[config.mk]
export PLATFORM = sky130hd
export DESIGN_NAME = adc_rx
export DESIGN_NICKNAME = d
export VERILOG_FILES = /design/src/rtl/adc_rx_pkg.sv /design/src/rtl/adc_rx_lane.sv /design/src/rtl/adc_rx.sv
export SDC_FILE = /design/constraint.sdc
export NUM_CORES = 1
export LEC_CHECK = 0
export BUFFER_PORTS_ARGS = -buffer_cell sky130_fd_sc_hd__buf_2
export CAP_MARGIN = 20
export CELL_PAD_IN_SITES_DETAIL_PLACEMENT = 1
export CELL_PAD_IN_SITES_GLOBAL_PLACEMENT = 1
export CORE_MARGIN = 2
export CORE_UTILIZATION = 45
export CTS_BUF_LIST = sky130_fd_sc_hd__clkbuf_8
export DETAILED_ROUTE_END_ITERATION = 12
export PLACE_DENSITY_LB_ADDON = 0.1
export SETUP_SLACK_MARGIN = 0.05
export SYNTH_ARGS = -nofsm -noshare
export SYNTH_HDL_FRONTEND = slang
export SYNTH_HIERARCHICAL = 1
export SYNTH_SLANG_ARGS = --single-unit
[constraint.sdc]
create_clock -name clk -period 2.6 [get_ports clk]
set_input_delay 0.52 -clock clk [delete_from_list [all_inputs] [get_ports clk]]
set_output_delay 0.52 -clock clk [all_outputs]
set_load 0.01 [all_outputs]
[src/rtl/adc_rx_pkg.sv]
// Shared frame constants, FSM encoding and helpers for the dual-ADC serial capture engine.
// Optional averaging is enabled by defining ADC_RX_AVG_EN.
package adc_rx_pkg;
  localparam int ADC_RX_WAIT_SCKS = 2;
  localparam int ADC_RX_WORD_SCKS = 16;
  localparam int ADC_RX_BITS      = 14;
  localparam int ADC_RX_AVG_N     = 4;

  typedef enum logic [2:0] {
    S_IDLE    = 3'd0,
    S_CONV    = 3'd1,
    S_WAIT    = 3'd2,
    S_SHIFT_I = 3'd3,
    S_SHIFT_Q = 3'd4,
    S_DONE    = 3'd5
  } state_t;

  function automatic logic [15:0] sext14(input logic [ADC_RX_BITS-1:0] v);
    return {{(16-ADC_RX_BITS){v[ADC_RX_BITS-1]}}, v};
  endfunction
endpackage

[src/rtl/adc_rx_lane.sv]
// One SDO line: input register, 14-bit shifter, sign extension, optional 4-frame average.
// Averaging is compiled in only when ADC_RX_AVG_EN is defined.
module adc_rx_lane
  import adc_rx_pkg::*;
(
  input  logic        clk,
  input  logic        rst,
  input  logic        sdo,
  input  logic        smp,
  input  logic        i_done,
  input  logic        q_done,
`ifdef ADC_RX_AVG_EN
  input  logic        first,
  input  logic        last,
`endif
  output logic [15:0] wi,
  output logic [15:0] wq
);
  logic                   sdo_q;
  logic [ADC_RX_BITS-1:0] sh, i_word;

  // I is parked once its word ends, since the shifter is reused for Q
  always_ff @(posedge clk) begin
    if (rst) begin
      sdo_q  <= 1'b0;
      sh     <= '0;
      i_word <= '0;
    end else begin
      sdo_q <= sdo;
      if (smp)    sh     <= {sh[ADC_RX_BITS-2:0], sdo_q};
      if (i_done) i_word <= sh;
    end
  end

`ifdef ADC_RX_AVG_EN
  logic signed [17:0] acc_i, acc_q, sum_i, sum_q;

  always_comb begin
    sum_i = (first ? 18'sd0 : acc_i) + $signed({{4{i_word[ADC_RX_BITS-1]}}, i_word});
    sum_q = (first ? 18'sd0 : acc_q) + $signed({{4{sh[ADC_RX_BITS-1]}}, sh});
  end

  // sum[17:2] is the floor-divided-by-4 result truncated to 16 bits
  always_ff @(posedge clk) begin
    if (rst) begin
      acc_i <= '0;
      acc_q <= '0;
      wi    <= '0;
      wq    <= '0;
    end else if (q_done) begin
      acc_i <= sum_i;
      acc_q <= sum_q;
      if (last) begin
        wi <= sum_i[17:2];
        wq <= sum_q[17:2];
      end
    end
  end
`else
  always_ff @(posedge clk) begin
    if (rst) begin
      wi <= '0;
      wq <= '0;
    end else if (q_done) begin
      wi <= sext14(i_word);
      wq <= sext14(sh);
    end
  end
`endif
endmodule

[src/rtl/adc_rx.sv]
// Dual-ADC capture engine: CONVP/SCK generation, frame FSM, and F/R lane deserialisers.
// Define ADC_RX_AVG_EN to run 4 frames per start and output their average.
module adc_rx
  import adc_rx_pkg::*;
#(
  parameter int SCK_DIV = 2
)(
  input  logic        clk,
  input  logic        rst,
  input  logic        start,
  output logic        busy,
  output logic        overrun,
  output logic        conv,
  output logic        sck,
  input  logic        sdo_f,
  input  logic        sdo_r,
  output logic        valid,
  output logic [15:0] fi,
  output logic [15:0] fq,
  output logic [15:0] ri,
  output logic [15:0] rq
);
  localparam logic [4:0] PH_LAST   = 5'(2*SCK_DIV-1);
  localparam logic [4:0] PH_HIGH   = 5'(SCK_DIV);
  localparam logic [4:0] WAIT_LAST = 5'(ADC_RX_WAIT_SCKS-1);
  localparam logic [4:0] WORD_LAST = 5'(ADC_RX_WORD_SCKS-1);
  localparam logic [4:0] BITS_N    = 5'(ADC_RX_BITS);

  state_t     state, state_d;
  logic [4:0] ph, per;
  logic       per_end, word_end, last_frame, shifting, smp, i_done, q_done;

  assign per_end  = ph == PH_LAST;
  assign word_end = per_end && per == WORD_LAST;
  assign shifting = state == S_SHIFT_I || state == S_SHIFT_Q;
  assign smp      = shifting && per_end && per < BITS_N;
  assign i_done   = state == S_SHIFT_I && word_end;
  assign q_done   = state == S_SHIFT_Q && word_end;

`ifdef ADC_RX_AVG_EN
  logic [1:0] frm;
  assign last_frame = frm == 2'(ADC_RX_AVG_N-1);

  always_ff @(posedge clk) begin
    if (rst || state == S_IDLE) frm <= '0;
    else if (q_done)            frm <= frm + 2'd1;
  end
`else
  assign last_frame = 1'b1;
`endif

  always_comb begin
    state_d = state;
    case (state)
      S_IDLE:    if (start)                     state_d = S_CONV;
      S_CONV:    if (per_end)                   state_d = S_WAIT;
      S_WAIT:    if (per_end && per == WAIT_LAST) state_d = S_SHIFT_I;
      S_SHIFT_I: if (word_end)                  state_d = S_SHIFT_Q;
      S_SHIFT_Q: if (word_end)                  state_d = last_frame ? S_DONE : S_CONV;
      S_DONE:                                   state_d = S_IDLE;
      default:                                  state_d = S_IDLE;
    endcase
  end

  // ph = clk within the SCK period, per = SCK period within the current state
  always_ff @(posedge clk) begin
    if (rst) begin
      state <= S_IDLE;
      ph    <= '0;
      per   <= '0;
    end else begin
      state <= state_d;
      if (state == S_IDLE || state_d != state || per_end) ph <= '0;
      else                                                 ph <= ph + 5'd1;
      if (state == S_IDLE || state_d != state) per <= '0;
      else if (per_end)                        per <= per + 5'd1;
    end
  end

  assign conv    = state == S_CONV;
  assign sck     = (state == S_WAIT || shifting) && ph >= PH_HIGH;
  assign busy    = state != S_IDLE;
  assign valid   = state == S_DONE;
  assign overrun = start && busy;

  adc_rx_lane u_lane_f (
    .clk(clk), .rst(rst), .sdo(sdo_f), .smp(smp), .i_done(i_done), .q_done(q_done),
`ifdef ADC_RX_AVG_EN
    .first(frm == 2'd0), .last(last_frame),
`endif
    .wi(fi), .wq(fq)
  );

  adc_rx_lane u_lane_r (
    .clk(clk), .rst(rst), .sdo(sdo_r), .smp(smp), .i_done(i_done), .q_done(q_done),
`ifdef ADC_RX_AVG_EN
    .first(frm == 2'd0), .last(last_frame),
`endif
    .wi(ri), .wq(rq)
  );
endmodule

==> results.json <==
{
  "maxCapViolations": 0,
  "drv_slew": 0,
  "n_antenna_cell": 0,
  "end_kind": "flop",
  "drt_wl_total_um": 10330,
  "dpl_cell_area_mm2": 0.005294,
  "rsz0062_at_grt": "no",
  "cts_setup_buffers": 0,
  "setup_violations": 0,
  "wl_per_cell_um": 15.13,
  "numPortBuffers": 73,
  "clock-sinks": 127,
  "yosys-top-cells-area": "dfxtp_1, mux2i_1, nor2_1, buf_4, buf_12",
  "avgSynthCellArea_um2": 10.54,
  "ys_seq_elements": 127,
  "synth_largest_area_cell": "dfxtp_1",
  "cts_tree": "done",
  "crit_type": "flop to flop",
  "synth.top_cell.area_share": 0.5165,
  "rows": 38,
  "netlist_area_mm2": 0.004922,
  "syn_inst": 467,
  "hold_buffers": 0,
  "p_leak_nw": 2.181,
  "drt_iter0_drc": 105,
  "die_y_um": 108.6,
  "ant_nets": 0,
  "vias_per_cell": 4.968,
  "path_max_fanout": 10,
  "min_period_over_period": 0.8581,
  "die_x_um": 108.6,
  "async_reset_ff_frac": 0,
  "ioPinCount": 74,
  "antenna_found_initial": 0,
  "drive_gt1_frac": 0.2320,
  "min_period_ns": 2.231,
  "n_fill_cell": 1207,
  "dr.pass1.iters": 4,
  "fin_skew_ns": 0.01631,
  "ys_warn_count": 6,
  "ir_drop_mv": 0.3993,
  "seq_area_mm2": 0.002542,
  "synth_edf_count": 0,
  "ys.flop_type": "dfxtp_1",
  "dieArea_mm2": 0.01179,
  "final_cell_mix": "dfxtp_1, nor2_1, mux2i_1",
  "clk_path_buf_depth": 2,
  "grt_pass1_wl_um": 16950,
  "synth_fp_nets": 477,
  "yosysUniqueCellTypes": 36,
  "vias": 3393,
  "ctsRootBufferMaster": "clkbuf_8",
  "numCtsBuffers": 17,
  "final_common_cell": "dfxtp_1",
  "grt_pass1_vias": 3428,
  "gp_congestion": 0.7585,
  "final_cell_area_mm2": 0.005741,
  "post_cts_resized": 0,
  "start_kind": "flop",
  "multi_input_area_mm2": 0.002051,
  "placeableCoreArea_mm2": 0.01075,
  "ctsHtreeMaxLevel": 4,
  "pwr_density_cell_mw_per_mm2": 680.2,
  "area_growth_pct": 16.62,
  "relSlewSlack": 0.5825,
  "status": "completed",
  "track_usage": 0.1881,
  "clkLatencyLatePin_ns": 0.44,
  "final_nets": 540,
  "worstPathRequired_ns": 2.91,
  "start_util": 0.4581,
  "tightest_slew_ns": 0.6262,
  "drc": 0,
  "grt_overflow": 0,
  "grt_max_degree": 63,
  "dp_hpwl_um": 6621,
  "hold_viol": 0,
  "setup_tns_ns": 0,
  "synth-seq-area-share": 0.5165,
  "clk_pin_slew_ns": 0.09,
  "fmax_mhz": 448.2,
  "hold_path.class": "input pin to flop",
  "cp_data_arrival_time_ns": 2.54
}
report_power, final:
part           internal [mW]  switching, mW
clock                   1.10          0.794
combinational         0.0159         0.0427
sequential              1.95        0.00657
state kept, by name, summed over array words and instances (netlist names):
name and flops:
u_lane_r/sh 14, u_lane_f/wi 14, u_lane_r/wi 14, u_lane_f/wq 14, u_lane_r/wq 14, u_lane_f/sh 14
u_lane_f/i_word 14, u_lane_r/sdo_q 1, ph 5, u_lane_r/i_word 14, per 5, u_lane_f/sdo_q 1
state 3
final cells by class:
type                       count  share of cell area
clock buffer                  19             0.04555
clock inverter                13             0.03226
inverter                       5            0.003487
multi-input combinational    296              0.3572
sequential                   127              0.4429
tap                          140             0.03051
timing repair buffer          83             0.08806
metal layers:
layer,global-route usage,up-vias,routed length [um]
li1,-,1675,-
met1,0.2328,1643,4784
met2,0.3018,61,4956
met3,0.06872,14,461
met4,0.06593,0,130
met5,0,-,0
final timing paths:
kind | cells past startpoint | slack [ns] | endpoint | start
worst min-delay path | 2 | 0.32 | u_lane_r/sdo_q | sdo_r
worst max register to register | 7 | 0.37 | u_lane_f/wq[2] | ph[1]
worst max-delay path | 7 | 0.37 | u_lane_f/wq[2] | ph[1]
worst min register to register | 2 | 0.48 | u_lane_r/sh[0] | u_lane_r/sdo_q
logic make-up (layout without fill, tap and decap cells):
family	after synthesis	in the layout	synth area share
adders and majority gates	5	5	0.01271
AOI/OAI and AO/OA	20	20	0.02949
and+or+nand+nor	153	153	0.1340
buffers and inverters	44	120	0.06889
DFF	127	127	0.5165
muxes	112	112	0.2278
xor gates and xnor gates	6	6	0.01068
cell usage after synthesis, types with 2 or more instances:
master	number
xor2_1	4
clkbuf_1	4
dfxtp_1	127
a221oi_2	2
buf_12	4
xnor2_1	2
a21oi_1	11
nor2b_1	3
buf_4	13
buf_6	6
inv_1	5
nand2_1	6
nor4_1	2
buf_2	12
mux2i_1	112
nor3_1	7
ha_1	5
nor2_1	120
nand3_1	5
stage by stage:
stage	util	setup slack (ns)	hold WS [ns]	instances	power, mW
after floorplan	-	0.5285	0.4403	467	2.042
after global placement	0.4927	0.4922	0.4566	651	2.056
after detailed placement	0.4927	0.3994	0.4688	651	2.058
after CTS	0.5342	0.3280	0.3002	683	3.946
after global routing	0.5342	0.1032	0.3043	683	4.060
final	0.5342	0.3690	0.3174	683	3.905
worst max-delay path, cell delays in order, from the launching register on:
cell,delay [ns]
dfxtp_1,0.38
ha_1,0.21
nor4b_4,0.48
nand3_1,0.20
clkinv_2,0.26
buf_4,0.25
mux2i_1,0.25
nor2_1,0.05
No activity file was read; power rests on OpenSTA's default activity.
